$ cat src/rtl/imem_loader_if.sv
// rtl/imem_loader_if.sv - operator-input and instruction-memory write bundle for imem_loader
// master: the loader (drives memory write and display); slave: the panel/memory side.
interface imem_loader_if #(
  parameter int DATA_W = 16,
  parameter int ADDR_W = 8
);
  localparam int CNT_W = (DATA_W / 4 > 1) ? $clog2(DATA_W / 4) : 1;

  logic              load_en;
  logic [3:0]        nibble;
  logic              enter;
  logic              back;
  logic              wr_en;
  logic [ADDR_W-1:0] wr_addr;
  logic [DATA_W-1:0] wr_data;
  logic              proc_hold;
  logic [DATA_W-1:0] entry;
  logic [CNT_W-1:0]  digit_cnt;
  logic              full;

  modport master (
    input  load_en, nibble, enter, back,
    output wr_en, wr_addr, wr_data, proc_hold, entry, digit_cnt, full
  );

  modport slave (
    output load_en, nibble, enter, back,
    input  wr_en, wr_addr, wr_data, proc_hold, entry, digit_cnt, full
  );
endinterface

$ cat src/rtl/imem_loader.sv
// rtl/imem_loader.sv - front-panel hex-nibble instruction-memory writer
// Assembles keyed nibbles MSB-first into words and writes them to sequential addresses.
module imem_loader #(
  parameter int DATA_W = 16,
  parameter int ADDR_W = 8,
  parameter int DEPTH  = 256
) (
  input  logic clk_i,
  input  logic rst_i,
  imem_loader_if.master bus
);
  localparam int CNT_W = (DATA_W / 4 > 1) ? $clog2(DATA_W / 4) : 1;
  localparam logic [CNT_W-1:0]  LAST_DIGIT = CNT_W'(DATA_W / 4 - 1);
  localparam logic [ADDR_W-1:0] LAST_ADDR  = ADDR_W'(DEPTH - 1);

  typedef enum logic [1:0] {
    IDLE    = 2'd0,
    COLLECT = 2'd1,
    WRITE   = 2'd2,
    FULL    = 2'd3
  } state_t;

  state_t            state_q, state_d;
  logic [ADDR_W-1:0] addr_q, addr_d;
  logic [DATA_W-1:0] entry_q, entry_d;
  logic [DATA_W-1:0] wr_data_q, wr_data_d;
  logic [CNT_W-1:0]  cnt_q, cnt_d;
  logic              full_q, full_d;
  logic [DATA_W-1:0] shifted;

  always_ff @(posedge clk_i) begin
    if (rst_i) begin
      state_q   <= IDLE;
      addr_q    <= '0;
      entry_q   <= '0;
      wr_data_q <= '0;
      cnt_q     <= '0;
      full_q    <= 1'b0;
    end else begin
      state_q   <= state_d;
      addr_q    <= addr_d;
      entry_q   <= entry_d;
      wr_data_q <= wr_data_d;
      cnt_q     <= cnt_d;
      full_q    <= full_d;
    end
  end

  // Shift expressed without a part-select so DATA_W=4 stays legal.
  assign shifted = (entry_q << 4) | DATA_W'(bus.nibble);

  always_comb begin
    state_d   = state_q;
    addr_d    = addr_q;
    entry_d   = entry_q;
    wr_data_d = wr_data_q;
    cnt_d     = cnt_q;
    full_d    = full_q;
    case (state_q)
      IDLE: begin
        if (bus.load_en) begin
          state_d = COLLECT;
          addr_d  = '0;
          entry_d = '0;
          cnt_d   = '0;
          full_d  = 1'b0;
        end
      end
      COLLECT: begin
        if (!bus.load_en) begin
          state_d = IDLE;
        end else if (bus.enter) begin
          entry_d = shifted;
          cnt_d   = cnt_q + CNT_W'(1);
          if (cnt_q == LAST_DIGIT) begin
            state_d   = WRITE;
            wr_data_d = shifted;
          end
        end else if (bus.back && cnt_q != '0) begin
          entry_d = entry_q >> 4;
          cnt_d   = cnt_q - CNT_W'(1);
        end
      end
      WRITE: begin
        // The write always completes; a dropped LoadEn only redirects to IDLE.
        entry_d = '0;
        cnt_d   = '0;
        if (addr_q == LAST_ADDR) begin
          full_d  = 1'b1;
          state_d = bus.load_en ? FULL : IDLE;
        end else begin
          addr_d  = addr_q + ADDR_W'(1);
          state_d = bus.load_en ? COLLECT : IDLE;
        end
      end
      FULL: begin
        if (!bus.load_en) state_d = IDLE;
      end
      default: state_d = IDLE;
    endcase
  end

  assign bus.wr_en     = (state_q == WRITE);
  assign bus.wr_addr   = addr_q;
  assign bus.wr_data   = wr_data_q;
  assign bus.proc_hold = (state_q != IDLE);
  assign bus.entry     = entry_q;
  assign bus.digit_cnt = cnt_q;
  assign bus.full      = full_q;
endmodule
$ cat src/flat_wrapper.sv
// flat-port wrapper written by rule: the top's interface ports become plain ports
module imem_loader_flat 
#(
  parameter int DATA_W = 16,
  parameter int ADDR_W = 8,
  parameter int DEPTH  = 256
)
  (clk_i, rst_i, bus_load_en, bus_nibble, bus_enter, bus_back, bus_wr_en, bus_wr_addr, bus_wr_data, bus_proc_hold, bus_entry, bus_digit_cnt, bus_full);
  imem_loader_if #(.DATA_W(DATA_W), .ADDR_W(ADDR_W)) bus_i ();
  input  logic clk_i;
  input  logic rst_i;
  input wire logic [$bits(bus_i.load_en)-1:0] bus_load_en;
  input wire logic [$bits(bus_i.nibble)-1:0] bus_nibble;
  input wire logic [$bits(bus_i.enter)-1:0] bus_enter;
  input wire logic [$bits(bus_i.back)-1:0] bus_back;
  output wire logic [$bits(bus_i.wr_en)-1:0] bus_wr_en;
  output wire logic [$bits(bus_i.wr_addr)-1:0] bus_wr_addr;
  output wire logic [$bits(bus_i.wr_data)-1:0] bus_wr_data;
  output wire logic [$bits(bus_i.proc_hold)-1:0] bus_proc_hold;
  output wire logic [$bits(bus_i.entry)-1:0] bus_entry;
  output wire logic [$bits(bus_i.digit_cnt)-1:0] bus_digit_cnt;
  output wire logic [$bits(bus_i.full)-1:0] bus_full;
  assign bus_i.load_en = bus_load_en;
  assign bus_i.nibble = bus_nibble;
  assign bus_i.enter = bus_enter;
  assign bus_i.back = bus_back;
  assign bus_wr_en = bus_i.wr_en;
  assign bus_wr_addr = bus_i.wr_addr;
  assign bus_wr_data = bus_i.wr_data;
  assign bus_proc_hold = bus_i.proc_hold;
  assign bus_entry = bus_i.entry;
  assign bus_digit_cnt = bus_i.digit_cnt;
  assign bus_full = bus_i.full;
  imem_loader #(.DATA_W(DATA_W), .ADDR_W(ADDR_W), .DEPTH(DEPTH)) u_core (.clk_i(clk_i), .rst_i(rst_i), .bus(bus_i));
endmodule
$ cat config.mk
export PLATFORM = sky130hd
export DESIGN_NAME = imem_loader_flat
export DESIGN_NICKNAME = d
export VERILOG_FILES = /design/src/rtl/imem_loader_if.sv /design/src/rtl/imem_loader.sv /design/src/flat_wrapper.sv
export SDC_FILE = /design/constraint.sdc
export NUM_CORES = 1
export LEC_CHECK = 0
export ABC_AREA = 1
export CAP_MARGIN = 5
export CORE_MARGIN = 5
export CORE_UTILIZATION = 43
export DETAILED_ROUTE_END_ITERATION = 8
export PLACE_DENSITY = 0.72
export SLEW_MARGIN = 20
export SYNTH_ARGS = -nofsm -noshare
export SYNTH_HDL_FRONTEND = slang
export SYNTH_SLANG_ARGS = --single-unit
$ cat constraint.sdc
create_clock -name clk_i -period 1.45 [get_ports clk_i]
set_input_delay 0.145 -clock clk_i [delete_from_list [all_inputs] [get_ports clk_i]]
set_output_delay 0.145 -clock clk_i [all_outputs]
set_load 0.005 [all_outputs]
# --- After elaboration in Yosys (flattened, before gate mapping) ---
# Cells that the tools add are included.
totals:
  register_bits: 45
  romBits: 0
  word_cells: 59
  inputBits: 9
  output_inout_bits: 45
  ramBits: 0
  mem_count: 0
  latch_bits: 0
op_classes:
  add_sub_neg: 3
  n_div: 0
  bitwise: 1
  multipliers: 0
  shifts: 0
  muxes: 25
  n_lt_le_gt_ge: 0
  reduce_logical: 11
  eq_ne: 13
ops:
  columns: ["op", "n"]
  rows:
  - ["2-to-1 mux 16 bit", 4]
  - ["one-hot mux 16 bit (3 select lines)", 1]
  - ["2-to-1 mux 2 bit", 11]
  - ["2-to-1 mux 8 bit", 2]
  - ["bitwise OR 16 x 4 -> 16 bit", 1]
  - ["one-hot mux 8 bit (2 select lines)", 1]
  - ["AND reduction 4 bit", 3]
  - ["adder 8 x 1 -> 8 bit, second input constant", 1]
  - ["== test 8 bit, second input constant", 1]
  - ["inequality test 2 bit, second input constant", 4]
  - ["one-hot mux 2 bit (4 select lines)", 1]
  - ["== test 2 bit, second input constant", 3]
  - ["inequality test 3 x 2 -> 1 bit, second input constant", 2]
  - ["one-hot mux 2 bit (3 select lines)", 1]
  - ["AND reduction 3 bit", 2]
  - ["nonzero test 2 bit", 3]
  - ["2-to-1 mux 1 bit", 3]
  - ["inequality test 3 bit, second input constant", 1]
  - ["nonzero test 3 bit", 1]
  - ["adder 2 x 1 -> 2 bit, second input constant", 1]
  - ["== test 2 x 1 -> 1 bit, second input constant", 1]
  - ["zero test 2 bit", 1]
  - ["inequality test 2 x 1 -> 1 bit, second input constant", 1]
  - ["one-hot mux 1 bit (2 select lines)", 1]
  - ["other kinds (2)", 2]

# --- Depth between registers and ports, before layout ---
logic_depth:
  word_depth: 6
  mapped_depth: 10
  ltp_nobuf: 9

# --- Least setup slack after synthesis ---
# Ideal clock, no wire load.
synth_timing:
  path_type: "register to register"
  startpoint: "register u_core.addr_q[0] (netlist: u_core.bus.wr_addr[0])"
  endpoint: "register u_core.addr_q[4] (netlist: u_core.bus.wr_addr[4])"
  setup_time_ps: 115
  required_time_ps: 1335
  period_less_slack_ps: 1496
  path_slack_ps: -46
  stages_incl_launch_ff: 10
  path_buffers: 1
  arrival_ps: 1381
  path_cell_list: "dfxtp_1 > ha_1 > nand2_1 > nor2_1 > nand2_1 > nand2_1 > nand2_1 > buf_4 > a21oi_1 > nor2_1"
synth_via:
  elab_chain_len: 3
  elab_cells_between_ends: 6
  cone_classes: "add/sub: 1; eq/ne: 2; mux: 2; reduce/logical: 1"
synth_rtl:
  columns: ["item", "line_no", "source"]
  rows:
  - ["start, declared", "imem_loader.sv:24", "logic [ADDR_W-1:0] addr_q, addr_d;"]
  - ["start signal, assigned", "imem_loader.sv:41", "addr_q <= addr_d;"]
  - ["adder 8 x 1 -> 8 bit or == test 8 bit (tied branches)", "imem_loader.sv:92, imem_loader.sv:88", null]
  - ["2-to-1 mux 8 bit or inequality test 2 bit (tied branches)", null, null]
  - ["one-hot mux 8 bit (2 select lines) or AND reduction 3 bit (tied branches)", null, null]
# Parallel ways exist; a longest one is shown, timed or not. The select of a mux whose other input is x is not followed.
# A chain may end at the register's enable or synchronous reset.

# --- Worst setup path after layout ---
layout_timing:
  startpoint: "register u_core.addr_q[6] (netlist: u_core.bus.wr_addr[6])"
  endpoint: "output bus_wr_addr[6]"
layout_rtl:
  columns: ["item", "line_no", "source"]
  rows:
  - ["end, declared", "flat_wrapper.sv:17", "output wire logic [$bits(bus_i.wr_addr)-1:0] bus_wr_addr;"]
# No word-level cell between the ends.

==> metrics.txt <==
DR WL met3=242 microns; Site Rows=25; VDD IR max=0.488 mV; met2 WL=2570 microns; critical path arrival=1.27 ns; Avg Cell Area, Syn=7.01 sq um; drt pass-1 iters=4; crit end category=output port; status=finished, final reports clean; Num CTS Buffers=5; Area Overhead vs Synth=47.0%; Final Hold Violating Endpoints=0; first-pass GRT wire length=9110 microns; Fill cells=431; Max FO, Critical Path=4; initial core utilization=0.435; number of synthesized register bits=45; Final Slew Violations=0; proportion of synthesized area in mux cells=0; post-synthesis compound-gate area fraction=0.176; CP max-delay cell=clkdlybuf4s50_1; die area=6190 sq um; Metal-1 WL=2600 microns; Leak=1.19 nW; Post-Synthesis Net Count=299; Finished Cell Area=2980 sq um; total negative slack=0 ns; dpl cells=412; FF+latch area=920 sq um; Critical Setup Path Class=reg2out; Clk pin slew, worst setup/hold paths=0.09 ns; RSZ-0062 raised after global routing=true; Critical Path Start Type=register; GR Overflow Total=0; Multi-input gate area=1000 sq um; Buf/Inv on CP=2; largest net degree at the start of global routing=25; DR top layer=met4; Post-Route Skew=0.00329 ns; layout cells sized above 1=0.214; sequential share of the synthesized area=0.444; via count=2137; minimum clock period=1.42 ns; Horiz. Die Dim=78.7 microns; remaining antenna violation count after routing=0; PortBufs=53; Synth cell types=25; final setup fails=0; period utilisation layout=0.977; Yosys top cell area share=0.444; # IOs=54; clock latency on the worst-skew pair=0.30 ns; GRT Total Usage=0.182; Slew @ Worst Pin=0.265 ns; diodes inserted=0; Mapped Area=2030 sq um; Synth warnings=0; Worst path max stage delay=0.50 ns; Die H=78.7 microns; clk buf depth=2; MaxCap Viol Count=0; H-tree Lvls=2; drc violations=0; worst-path cell chain=buf_4 > clkdlybuf4s50_1; Worst path top cell family by delay=buffers and inverters; largest area contributor in the netlist=dfxtp_1; wire per inst=13.0 microns; Achievable Freq=0.706 GHz; XOR/XNOR Fraction of Synth Area=0; CTS root buf=clkbuf_8; Tot Pwr=2.52 mW; core area=4660 sq um; Syn Inst Count=289; 1st-iter DRT viols=131; DR vias/cell=5.04; routability cong.=0.827; vias in the first global route=1919; adder-cell area share of the yosys netlist=0.00617; Post-DP Area=2790 sq um; antenna violations before repair=0; post-DP HPWL=3960 microns; top post-synthesis cells by area=dfxtp_1 44%, nand2_1 11%, nor2_1 9.4%; Hold Path Class=reg2reg; Rel. slew slack=0.821; largest family of logic cells by synthesized area=simple AND/OR/NAND/NOR gates; Synth Area in Simple Gates=0.293; WP data required=1.31 ns; Finished Layout Cells=424; Post-Route WL=5510 microns; TritonCTS clock tree=built; Final Net Count=379; Cell Pwr Density=847 nW/um^2; # clock sinks=45
==> synthesized netlist by cell type, drive strengths merged <==
library cell and count:
buf 5, nor2 52, ha 1, dfxtp 45, clkbuf 7, nand3 16, o21ai 35, a21oi 31
inv 24, nor3 5, nand2 65, nand4 2, o21a 1
==> path summary, 6_finish.rpt <==
kind / start / endpoint / slack, ns / cells past startpoint
worst max-delay path: u_core.bus.wr_addr[6] / bus_wr_addr[6] / 0.03 / 2
worst min-delay path: u_core.bus.full / u_core.bus.full / 0.48 / 2
worst min register to register: u_core.bus.full / u_core.bus.full / 0.48 / 2
worst max register to register: u_core.state_q[1] / u_core.bus.entry[4] / 0.05 / 9
==> stage by stage <==
step	worst slack (ns)	hold WS [ns]	util
global route	-0.0530	0.523	0.639
detailed placement	-0.0887	0.460	0.599
floorplan	0.0185	0.305	-
global placement	-0.0360	0.448	0.599
finish	0.0334	0.485	0.639
CTS	0.00572	0.481	0.627
==> logic make-up after synthesis <==
| family | count (synthesis) |
|---|---|
| flops | 45 |
| simple gates | 140 |
| buf+inv | 36 |
| fa+ha+maj | 1 |
| compound gates | 67 |
==> cells in the final DEF, fill, tap and decap left out, drive strengths merged <==
cell type and count:
dfxtp 45, clkdlybuf4s50 50, buf 32, nand3 16, nand4 2, nor3 5
ha 1, o21a 1, dlymetal6s2s 1, o21ai 35, clkbuf 5, nor2 52
dlygate4sd2 2, a21oi 31, nand2 65, clkinv 3, inv 24
==> worst reg2reg max path, cell delays in order, from the launching register on <==
cell     delay (ns)
dfxtp_4        0.38
inv_2          0.06
nor2_4         0.11
buf_4          0.15
inv_2          0.05
o21ai_2        0.08
nand2_4        0.10
buf_12         0.16
o21ai_0        0.15
a21oi_1        0.06
==> layout make-up <==
class	instances	area share
Multi-Input combinational cell	208	0.337
Sequential cell	45	0.309
Timing Repair Buffer	85	0.268
Inverter	24	0.0328
Clock buffer	5	0.0231
Tap cell	54	0.0227
Clock inverter	3	0.00756
==> where the power goes <==
part | internal (mW) | total, mW | leakage (nW) | switching, mW
logic | 0.198 | 0.419 | 0.770 | 0.221
registers | 1.27 | 1.31 | 0.371 | 0.0392
clock network | 0.342 | 0.792 | 0.0481 | 0.450
total | 1.81 | 2.52 | 1.19 | 0.710
==> routing by layer <==
layer	vias to the layer above	global-route usage
met3	8	0.0344
met5	-	0
met1	978	0.246
met4	0	0.0647
li1	1097	-
met2	54	0.290
==> sequential cells by signal, summed over array words and instances, names as in the netlist <==
signal,cells
u_core.state_q,2
u_core.bus.wr_data,16
u_core.bus.entry,16
u_core.bus.full,1
u_core.bus.wr_addr,8
u_core.bus.digit_cnt,2
==> timing repair <==
item | in CTS | in global routing
setup endpoints to repair | 2 | 32
gates resized for setup | 8 | 29
pin swaps | 1 | 2
hold buffers | 0 | 0
buffers inserted | 3 | 1
Note: power is estimated with default switching activity, not from simulation.
